`src/rtl/hi_lo_pkg.sv`:
```
// Shared encodings for the HI/LO multiply/divide unit.
// Also holds the iteration count and the divide-by-zero LO fill value.
package hi_lo_pkg;

    typedef enum logic [2:0] {
        OP_NOP   = 3'd0,
        OP_MULT  = 3'd1,
        OP_MULTU = 3'd2,
        OP_DIV   = 3'd3,
        OP_DIVU  = 3'd4,
        OP_MADD  = 3'd5,
        OP_MADDU = 3'd6,
        OP_MSUB  = 3'd7
    } hilo_op_e;

    typedef enum logic [1:0] {
        ST_IDLE,
        ST_CALC,
        ST_FINISH
    } hilo_state_e;

    // Default operand width; the iteration count equals the operand width.
    localparam int unsigned ITER = 32;

    // LO result of a divide by zero; sliced to the operand width (max 64).
    localparam logic [63:0] DIV0_LO = '1;

    function automatic logic is_signed_op(input hilo_op_e op);
        return op inside {OP_MULT, OP_DIV, OP_MADD, OP_MSUB};
    endfunction

    function automatic logic is_div_op(input hilo_op_e op);
        return op inside {OP_DIV, OP_DIVU};
    endfunction

endpackage

```
`src/rtl/hi_lo_iter_step.sv`:
```
// One iteration of the multiply/divide datapath.
// Multiply: shift-add; divide: restoring shift-compare-subtract.
module hi_lo_iter_step #(
    parameter int unsigned WIDTH = 32
) (
    input  logic             is_div_i,
    input  logic [WIDTH-1:0] hi_i,
    input  logic [WIDTH-1:0] lo_i,
    input  logic [WIDTH-1:0] m_i,
    output logic [WIDTH-1:0] hi_o,
    output logic [WIDTH-1:0] lo_o
);

    logic [WIDTH:0] sum;
    logic [WIDTH:0] shifted;
    logic [WIDTH:0] diff;

    always_comb begin
        sum     = {1'b0, hi_i} + (lo_i[0] ? {1'b0, m_i} : '0);
        shifted = {hi_i, lo_i[WIDTH-1]};
        diff    = shifted - {1'b0, m_i};
        if (is_div_i) begin
            // Borrow out means the divisor did not fit: keep the shifted remainder.
            hi_o = diff[WIDTH] ? shifted[WIDTH-1:0] : diff[WIDTH-1:0];
            lo_o = {lo_i[WIDTH-2:0], ~diff[WIDTH]};
        end else begin
            hi_o = sum[WIDTH:1];
            lo_o = {sum[0], lo_i[WIDTH-1:1]};
        end
    end

endmodule

```
`src/rtl/hi_lo_unit.sv`:
```
// Iterative multiply/divide unit owning the architectural HI/LO registers.
// FSM IDLE -> CALC (WIDTH iterations) -> FINISH (sign fixup, commit).
module hi_lo_unit
    import hi_lo_pkg::*;
#(
    parameter int unsigned WIDTH = ITER
) (
    input  logic             Clk,
    input  logic             Rst,
    input  logic             Start,
    input  logic [2:0]       HiLoOp,
    input  logic [WIDTH-1:0] OperandA,
    input  logic [WIDTH-1:0] OperandB,
    input  logic             MoveToHi,
    input  logic             MoveToLo,
    input  logic             ReadHiLo,
    output logic [WIDTH-1:0] ReadDataHi,
    output logic [WIDTH-1:0] ReadDataLo,
    output logic             Busy,
    output logic             Done,
    output logic             Stall
);

    localparam int unsigned      CNT_W    = $clog2(WIDTH);
    localparam logic [CNT_W-1:0] CNT_LAST = CNT_W'(WIDTH - 1);

    hilo_state_e      state_q, state_d;
    logic [CNT_W-1:0] cnt_q, cnt_d;
    logic [WIDTH-1:0] hi_q, hi_d, lo_q, lo_d;
    logic [WIDTH-1:0] acc_hi_q, acc_hi_d, acc_lo_q, acc_lo_d;
    logic [WIDTH-1:0] m_q, m_d, a_q, a_d;
    hilo_op_e         op_q, op_d;
    logic             is_div_q, is_div_d, div0_q, div0_d;
    logic             neg_res_q, neg_res_d, neg_a_q, neg_a_d;
    logic             done_q, done_d;

    hilo_op_e         op_in;
    logic             launch;
    logic             sgn_in, neg_a_in, neg_b_in, div_in;
    logic [WIDTH-1:0] abs_a, abs_b;
    logic [WIDTH-1:0] step_hi, step_lo;
    logic [WIDTH-1:0] fin_hi, fin_lo;
    logic [WIDTH-1:0] quot, rem;
    logic [2*WIDTH-1:0] prod_mag, prod_s, mul_res;

    assign op_in  = hilo_op_e'(HiLoOp);
    assign launch = Start && (op_in != OP_NOP);

    hi_lo_iter_step #(.WIDTH(WIDTH)) u_step (
        .is_div_i (is_div_q),
        .hi_i     (acc_hi_q),
        .lo_i     (acc_lo_q),
        .m_i      (m_q),
        .hi_o     (step_hi),
        .lo_o     (step_lo)
    );

    // State register
    always_ff @(posedge Clk) begin
        if (Rst) state_q <= ST_IDLE;
        else     state_q <= state_d;
    end

    // Next-state logic
    always_comb begin
        state_d = state_q;
        unique case (state_q)
            ST_IDLE:   if (launch) state_d = ST_CALC;
            ST_CALC:   if (cnt_q == CNT_LAST) state_d = ST_FINISH;
            ST_FINISH: state_d = ST_IDLE;
            default:   state_d = ST_IDLE;
        endcase
    end

    // Outputs
    always_comb begin
        Busy       = (state_q == ST_CALC) || (state_q == ST_FINISH);
        Stall      = Busy && (Start || ReadHiLo || MoveToHi || MoveToLo);
        Done       = done_q;
        ReadDataHi = hi_q;
        ReadDataLo = lo_q;
    end

    // Operand capture: magnitudes feed the unsigned core, signs are fixed up at FINISH.
    always_comb begin
        sgn_in   = is_signed_op(op_in);
        div_in   = is_div_op(op_in);
        neg_a_in = sgn_in && OperandA[WIDTH-1];
        neg_b_in = sgn_in && OperandB[WIDTH-1];
        abs_a    = neg_a_in ? -OperandA : OperandA;
        abs_b    = neg_b_in ? -OperandB : OperandB;
    end

    // Sign correction, accumulation and divide special cases.
    always_comb begin
        prod_mag = {acc_hi_q, acc_lo_q};
        prod_s   = neg_res_q ? -prod_mag : prod_mag;
        case (op_q)
            OP_MADD, OP_MADDU: mul_res = {hi_q, lo_q} + prod_s;
            OP_MSUB:           mul_res = {hi_q, lo_q} - prod_s;
            default:           mul_res = prod_s;
        endcase
        quot = neg_res_q ? -acc_lo_q : acc_lo_q;
        rem  = neg_a_q ? -acc_hi_q : acc_hi_q;
        if (!is_div_q) begin
            fin_hi = mul_res[2*WIDTH-1:WIDTH];
            fin_lo = mul_res[WIDTH-1:0];
        end else if (div0_q) begin
            fin_hi = a_q;
            fin_lo = DIV0_LO[WIDTH-1:0];
        end else begin
            fin_hi = rem;
            fin_lo = quot;
        end
    end

    // Datapath next-state
    always_comb begin
        cnt_d     = cnt_q;
        hi_d      = hi_q;
        lo_d      = lo_q;
        acc_hi_d  = acc_hi_q;
        acc_lo_d  = acc_lo_q;
        m_d       = m_q;
        a_d       = a_q;
        op_d      = op_q;
        is_div_d  = is_div_q;
        div0_d    = div0_q;
        neg_res_d = neg_res_q;
        neg_a_d   = neg_a_q;
        done_d    = (state_q == ST_FINISH);
        unique case (state_q)
            ST_IDLE: begin
                if (launch) begin
                    op_d      = op_in;
                    a_d       = OperandA;
                    is_div_d  = div_in;
                    div0_d    = div_in && (OperandB == '0);
                    neg_res_d = neg_a_in ^ neg_b_in;
                    neg_a_d   = neg_a_in;
                    acc_hi_d  = '0;
                    acc_lo_d  = div_in ? abs_a : abs_b;
                    m_d       = div_in ? abs_b : abs_a;
                    cnt_d     = '0;
                end else if (!Start) begin
                    if (MoveToHi) hi_d = OperandA;
                    if (MoveToLo) lo_d = OperandA;
                end
            end
            ST_CALC: begin
                acc_hi_d = step_hi;
                acc_lo_d = step_lo;
                cnt_d    = cnt_q + 1'b1;
            end
            ST_FINISH: begin
                hi_d  = fin_hi;
                lo_d  = fin_lo;
                cnt_d = '0;
            end
            default: ;
        endcase
    end

    // Datapath registers
    always_ff @(posedge Clk) begin
        if (Rst) begin
            cnt_q     <= '0;
            hi_q      <= '0;
            lo_q      <= '0;
            acc_hi_q  <= '0;
            acc_lo_q  <= '0;
            m_q       <= '0;
            a_q       <= '0;
            op_q      <= OP_NOP;
            is_div_q  <= 1'b0;
            div0_q    <= 1'b0;
            neg_res_q <= 1'b0;
            neg_a_q   <= 1'b0;
            done_q    <= 1'b0;
        end else begin
            cnt_q     <= cnt_d;
            hi_q      <= hi_d;
            lo_q      <= lo_d;
            acc_hi_q  <= acc_hi_d;
            acc_lo_q  <= acc_lo_d;
            m_q       <= m_d;
            a_q       <= a_d;
            op_q      <= op_d;
            is_div_q  <= is_div_d;
            div0_q    <= div0_d;
            neg_res_q <= neg_res_d;
            neg_a_q   <= neg_a_d;
            done_q    <= done_d;
        end
    end

endmodule

```
`config.mk`:
```
export PLATFORM = sky130hd
export DESIGN_NAME = hi_lo_unit
export DESIGN_NICKNAME = d
export VERILOG_FILES = /design/src/rtl/hi_lo_pkg.sv /design/src/rtl/hi_lo_iter_step.sv /design/src/rtl/hi_lo_unit.sv
export SDC_FILE = /design/constraint.sdc
export NUM_CORES = 1
export LEC_CHECK = 0
export ABC_AREA = 0
export ABC_CLOCK_PERIOD_IN_PS = 8850
export CAP_MARGIN = 20
export CORE_MARGIN = 2
export CORE_UTILIZATION = 45
export DETAILED_ROUTE_END_ITERATION = 8
export SYNTH_ARGS = -nofsm -noshare
export SYNTH_HDL_FRONTEND = slang
export SYNTH_SLANG_ARGS = --single-unit
```
`constraint.sdc`:
```
create_clock -name Clk -period 8.85 [get_ports Clk]
set_input_delay 0.885 -clock Clk [delete_from_list [all_inputs] [get_ports Clk]]
set_output_delay 0.885 -clock Clk [all_outputs]
set_load 0.02 [all_outputs]
```
### Word level (Yosys, flattened, before mapping)

Cells that the tools add are included.

| word-level totals | value |
|---|---|
| register bits | 207 |
| output and inout bits | 67 |

| cells by class | value |
|---|---|
| $add $sub $neg | 10 |
| eq/ne operators | 17 |
| mux-type cells | 33 |
| bitwise logic cells | 2 |
| reduce and logical (&&, ||, !) cells | 24 |

Operators by type and width:

| kind | count |
|---|---|
| $mux W32 | 22 |
| $pmux W32 S2 | 4 |
| $neg A32 Y32 | 4 |
| $pmux W64 S2 | 1 |
| $add A64 B64 Y64 | 1 |
| $mux W64 | 1 |
| $neg A64 Y64 | 1 |
| $sub A64 B64 Y64 | 1 |
| $add A32 B33 Y33 | 1 |
| $sub A33 B32 Y33 | 1 |
| $logic_not A32 Y1 | 1 |
| $eq A3 B3 Y1 const B | 6 |
| $pmux W5 S3 | 1 |
| $ne A2 B2 Y1 const B | 6 |
| $reduce_and A2 Y1 | 4 |
| $reduce_and A4 Y1 | 2 |
| $reduce_bool A2 Y1 | 3 |
| $reduce_bool A3 Y1 | 2 |
| $add A5 B1 Y5 const B | 1 |
| $eq A5 B5 Y1 const B | 1 |
| $logic_and A1 B1 Y1 | 5 |
| $mux W5 | 1 |
| $logic_or A1 B1 Y1 | 4 |
| $mux W2 | 2 |
| 10 further kinds | 10 |

### Longest topological paths before layout

| depth | value |
|---|---|
| depth after elaboration | 7 |
| depth in mapped cells | 29 |
| gate-level depth less buffers | 26 |

### By module

From an unflattened synthesis, not the netlist that was laid out.

| unflattened totals | value |
|---|---|
| cells, all modules | 3401 |
| area total of the unflattened synthesis | 24139.4 µm² |

By module, submodules not included:

| module | instances | cells an instance | area each (µm²) |
|---|---|---|---|
| hi_lo_unit | 1 | 2751 | 19636.3 |
| hi_lo_iter_step | 1 | 650 | 4503.1 |

### Worst setup path after synthesis

Ideal clock, no wire load.

| path | value |
|---|---|
| path type | register to register |
| start | reg acc_lo_q[0] |
| end | reg hi_q[11] (netlist: ReadDataHi[11]) |
| arrival time | 6.659 ns |
| setup slack | 2.049 ns |
| stages on the path, launching flop included | 28 |
| path through | dfxtp_1 > clkbuf_1 > inv_1 > clkbuf_1 > ha_1 > or4b_1 > o21ai_0 > xor2_1 > o21ai_1 > or4_1 > nand4bb_1 > or2_2 > o21ai_0 > xnor2_1 > ha_1 > clkbuf_1 > a21o_1 > a21o_1 > a221o_1 > a221o_1 > a21o_1 > a41o_1 > a31o_2 > a31oi_1 > xor2_1 > nor2_1 > o311ai_0 > a311oi_1 |

| on the way | value |
|---|---|
| cells in the longest elaborated chain, start to end | 6 |

RTL lines:

| element | RTL line | source |
|---|---|---|
| start: declaration | hi_lo_unit.sv:30 | `logic [WIDTH-1:0] acc_hi_q, acc_hi_d, acc_lo_q, acc_lo_d;` |
| start signal: assignment | hi_lo_unit.sv:185 | `acc_lo_q <= acc_lo_d;` |
| $neg A64 Y64 | hi_lo_unit.sv:97 | `prod_s = neg_res_q ? -prod_mag : prod_mag;` |
| $mux W64 (*) | hi_lo_unit.sv:97 |  |
| $sub A64 B64 Y64 or $add A64 B64 Y64 (tied branches) | hi_lo_unit.sv:100, hi_lo_unit.sv:99 |  |
| $pmux W64 S2 (*) | hi_lo_unit.sv:98 | `case (op_q)` |
| $mux W32 (*) | hi_lo_unit.sv:105 | `if (!is_div_q) begin` |
| $pmux W32 S2 (*) | hi_lo_unit.sv:132 | `unique case (state_q)` |
| end signal: assignment | hi_lo_unit.sv:182 | `hi_q <= hi_d;` |
| end: declaration | hi_lo_unit.sv:29 | `logic [WIDTH-1:0] hi_q, hi_d, lo_q, lo_d;` |

Mark *: on every way between the ends. The rest lies on a longest branch, timed or not.
A chain may end at the register's enable or synchronous reset.

### Final worst setup path

| path | value |
|---|---|
| start | reg acc_lo_q[0] |
| end | reg hi_q[15] (netlist: ReadDataHi[15]) |

The elaborated chain is that of the path after synthesis.

==> flow_summary_export.csv <==
group,metric,value,unit
floorplan,die_h,229.6,um
clock_network,clock_path_buffers,3,
min_path,worstHoldStart,"m_q[11]",
worst_setup_path,end_kind,"register",
clock_network,numCtsBuffers,28,
power_and_ir_drop,irDropWorstVdd,0.1424,mV
clock_network,cts_sinks,207,
sta,hold_violations,0,
power_and_ir_drop,sw_frac_of_total,0.4083,
global_route,grt_pass1_wl,144900,um
clock_network,cts_resized,0,
sta,setup_viol,0,
global_route,grt.total_usage,0.3556,
sta,slew_viol_final,0,
floorplan,core_area,50170,sq um
route,drc_errors,0,
placement,portBuffers,139,
final_layout,mostFrequentLayoutCell,"nor2_1",
final_layout,syn_to_final_growth,11.75,%
sta,whs,0.4531,ns
synth,synth.distinct_cells,92,
power_and_ir_drop,p_int,2.296,mW
run,max_cap_viol_count,0,
synth,ys_warn_count,0,
clock_network,cts_tree,"built",
route,vias,25160,
clock_network,post_cts.repair.setup_buffers,0,
sta,timing.setup.tns,0,ns
global_route,grt_pass1_vias,23150,
worst_setup_path,crit_path_start_kind,"register",
final_layout,finalNetCount,3437,
synth,syn_area,22900,sq um
sta,timing.final.crit_share,0.8318,
synth,avgSynthCellArea,7.052,sq um
sta,relSlewSlack,0.2701,
route,wire_per_inst,24.88,um
worst_setup_path,required,9.35,ns
final_layout,antenna_cells,0,
floorplan,initial_core_util,0.4564,
sta,finalCriticalPeriod,7.361,ns
route,dr.pass1.iters,5,
floorplan,rows,82,
clock_network,ctsHoldBuffers,0,
placement,placed_area,24580,sq um
power_and_ir_drop,leakagePower,10.11,nW
synth,synth-seq-cells,207,
synth,synthFlopType,"dfxtp_1",
power_and_ir_drop,p_clk_frac,0.322,
floorplan,die_area,52700,sq um
clock_network,cts-root-buf,"clkbuf_16",
power_and_ir_drop,power_per_cell_area,151.6,nW/um^2
placement,dp_hpwl,75160,um
clock_network,clkLatencyLatePin,0.61,ns
worst_setup_path,reg2reg_from,"acc_lo_q[0]",
worst_setup_path,crit_start,"acc_lo_q[0]",
floorplan,ios,140,
route,dr.first_iter.drc_count,2691,
worst_setup_path,slowest_stage,"or4b_1",
worst_setup_path,max_stage_delay,0.51,ns
power_and_ir_drop,switchingPower,1.584,mW
synth,syn_inst,3247,
global_route,grt_start_max_net_pins,81,
sta,max_slew.worst_pin.slew,1.085,ns
power_and_ir_drop,combPwrFrac,0.391,
floorplan,die_width,229.6,um
final_layout,stdcell_area,25590,sq um
route,routed_wl,97470,um
worst_setup_path,cp.arrival,7.86,ns
worst_setup_path,cp_cell_sequence,"inv_1, ha_1, or4b_1, o21ai_0, xor2_1, o21ai_1, or4_1, nand4bb_1, or2_2, o21ai_0, xnor2_1, ha_1, a21o_1, a21o_1, a221o_1, a221o_1, a21o_1, a41o_1, a31o_2, a31oi_1, o21ai_0, xor2_1, o211ai_1, a311oi_1",
route,vias_per_cell,6.422,
worst_setup_path,path_class,"reg2reg",
outcome,status,"completed",
global_route,grt_overflow,0,
clock_network,h-tree-depth,1,
power_and_ir_drop,sequentialPowerShare,0.287,
placement,globalplace.congestion,0.9642,
synth,syn_nets,3460,
synth,async_flop_share,0,
sta,finClkSkew,0.01938,ns
clock_network,path_clk_slew,0.06,ns
final_layout,layout-drive-gt1-share,0.05453,
route,ant_nets,0,
sta,fmax,0.1359,GHz
sta,rsz0062_at_grt,"false",
final_layout,final_cell_mix,"nor2_1 (388), nand2_1 (358), a21oi_1 (276), dfxtp_1 (204), o21ai_0 (191)",
synth,synth.yosys.seq_area_share,0.1810,
min_path,min_path_type,"reg2reg",
synth,synth_edf_count,0,
global_route,antenna_found_initial,3,
worst_setup_path,cp_max_fo,13,
Yosys cell counts, drive strengths merged (25+ instances only):
cell type / count / area (sq um)
a21o: 79 / 593.1
a311oi: 57 / 499.2
o211ai: 49 / 367.9
a21oi: 277 / 1386
nor4: 34 / 255.2
nand3: 55 / 275.3
a211oi: 82 / 615.6
nand4: 36 / 250.2
nor3: 100 / 526.8
a22oi: 26 / 195.2
clkbuf: 195 / 732.0
inv: 103 / 386.6
nor2b: 27 / 168.9
ha: 137 / 1714
o21ai: 197 / 985.9
xor2: 148 / 1296
nor2: 389 / 1460
or3: 25 / 156.4
xnor2: 162 / 1419
a31oi: 32 / 200.2
o21a: 27 / 202.7
o31ai: 39 / 297.8
dfxtp: 207 / 4144
nand2: 358 / 1344
mux2i: 49 / 490.5
buf: 37 / 188.9
power by group through the flow:
stage / Sequential, mW / Combinational, mW / Clock, mW
2_1_floorplan: 1.09 / 1.04 / 0
4_1_cts: 1.11 / 1.48 / 1.26
5_1_grt: 1.12 / 1.64 / 1.29
3_3_place_gp: 1.13 / 1.46 / 0
6_report: 1.12 / 1.52 / 1.25
3_5_place_dp: 1.13 / 1.47 / 0
path summary, 6_finish.rpt:
| kind | end | slack [ns] | cells after the start |
|---|---|---|---|
| hold reg to reg | m_q[11] | 0.45 | 2 |
| setup reg to reg | ReadDataHi[15] | 1.49 | 24 |
| hold / removal | m_q[11] | 0.45 | 2 |
| setup / recovery | ReadDataHi[15] | 1.49 | 24 |
metrics by stage:
step / util / power (mW) / setup slack, ns / cells
2_1_floorplan: - / 2.128 / 2.049 / 3247
3_3_place_gp: 0.4899 / 2.590 / 1.717 / 3865
3_5_place_dp: 0.4899 / 2.602 / 1.609 / 3865
4_1_cts: 0.5098 / 3.850 / 1.570 / 3917
5_1_grt: 0.5101 / 4.051 / 1.005 / 3918
6_report: 0.5101 / 3.880 / 1.489 / 3918
worst max-delay path, delay by kind of cell, from the launching register on:
kind | cells | cell delay, ns
adder cells (fa/ha/maj) | 2 | 0.70
flip-flops | 1 | 0.43
AO/OA/AOI/OAI | 14 | 3.33
buffers and inverters | 1 | 0.13
XOR/XNOR | 3 | 0.85
AND/OR/NAND/NOR | 4 | 1.81
layer usage:
| metal | vias to the layer above | share of wire | GRT usage | routed length, um |
|---|---|---|---|---|
| met5 | - | 0.00028 | 0 | 27 |
| met1 | 11990 | 0.44 | 0.5054 | 43280 |
| met3 | 209 | 0.083 | 0.05067 | 8122 |
| met4 | 4 | 0.048 | 0.1414 | 4647 |
| met2 | 1187 | 0.42 | 0.5377 | 41400 |
| li1 | 11780 | - | - | - |
kinds of logic (layout without fill, tap and decap cells):
logic type | Yosys count | in the layout | share of synthesized area
AOI/OAI and AO/OA | 1041 | 1041 | 0.3024
xor gates and xnor gates | 310 | 310 | 0.1186
adders and majority gates | 140 | 140 | 0.07748
buffers and inverters | 337 | 336 | 0.05743
DFF | 207 | 207 | 0.1810
muxes | 67 | 67 | 0.03027
and+or+nand+nor | 1145 | 1145 | 0.2329
state kept, by name (all words and copies together), names as in the netlist:
signal      flops
state_q         2
m_q            32
neg_res_q       1
neg_a_q         1
ReadDataLo     32
acc_lo_q       32
a_q            32
op_q            3
cnt_q           5
Done            1
div0_q          1
ReadDataHi     32
acc_hi_q       32
is_div_q        1
area by class of cell:
class,count,area [sq um]
Sequential cell,207,4150
Clock buffer,39,802.0
Multi-Input combinational cell,2703,17510
Tap cell,672,840.8
Clock inverter,13,192.7
Fill cell,5135,24580
Timing Repair Buffer,179,1700
Inverter,105,394.1
Note: power is estimated with default switching activity, not from simulation.
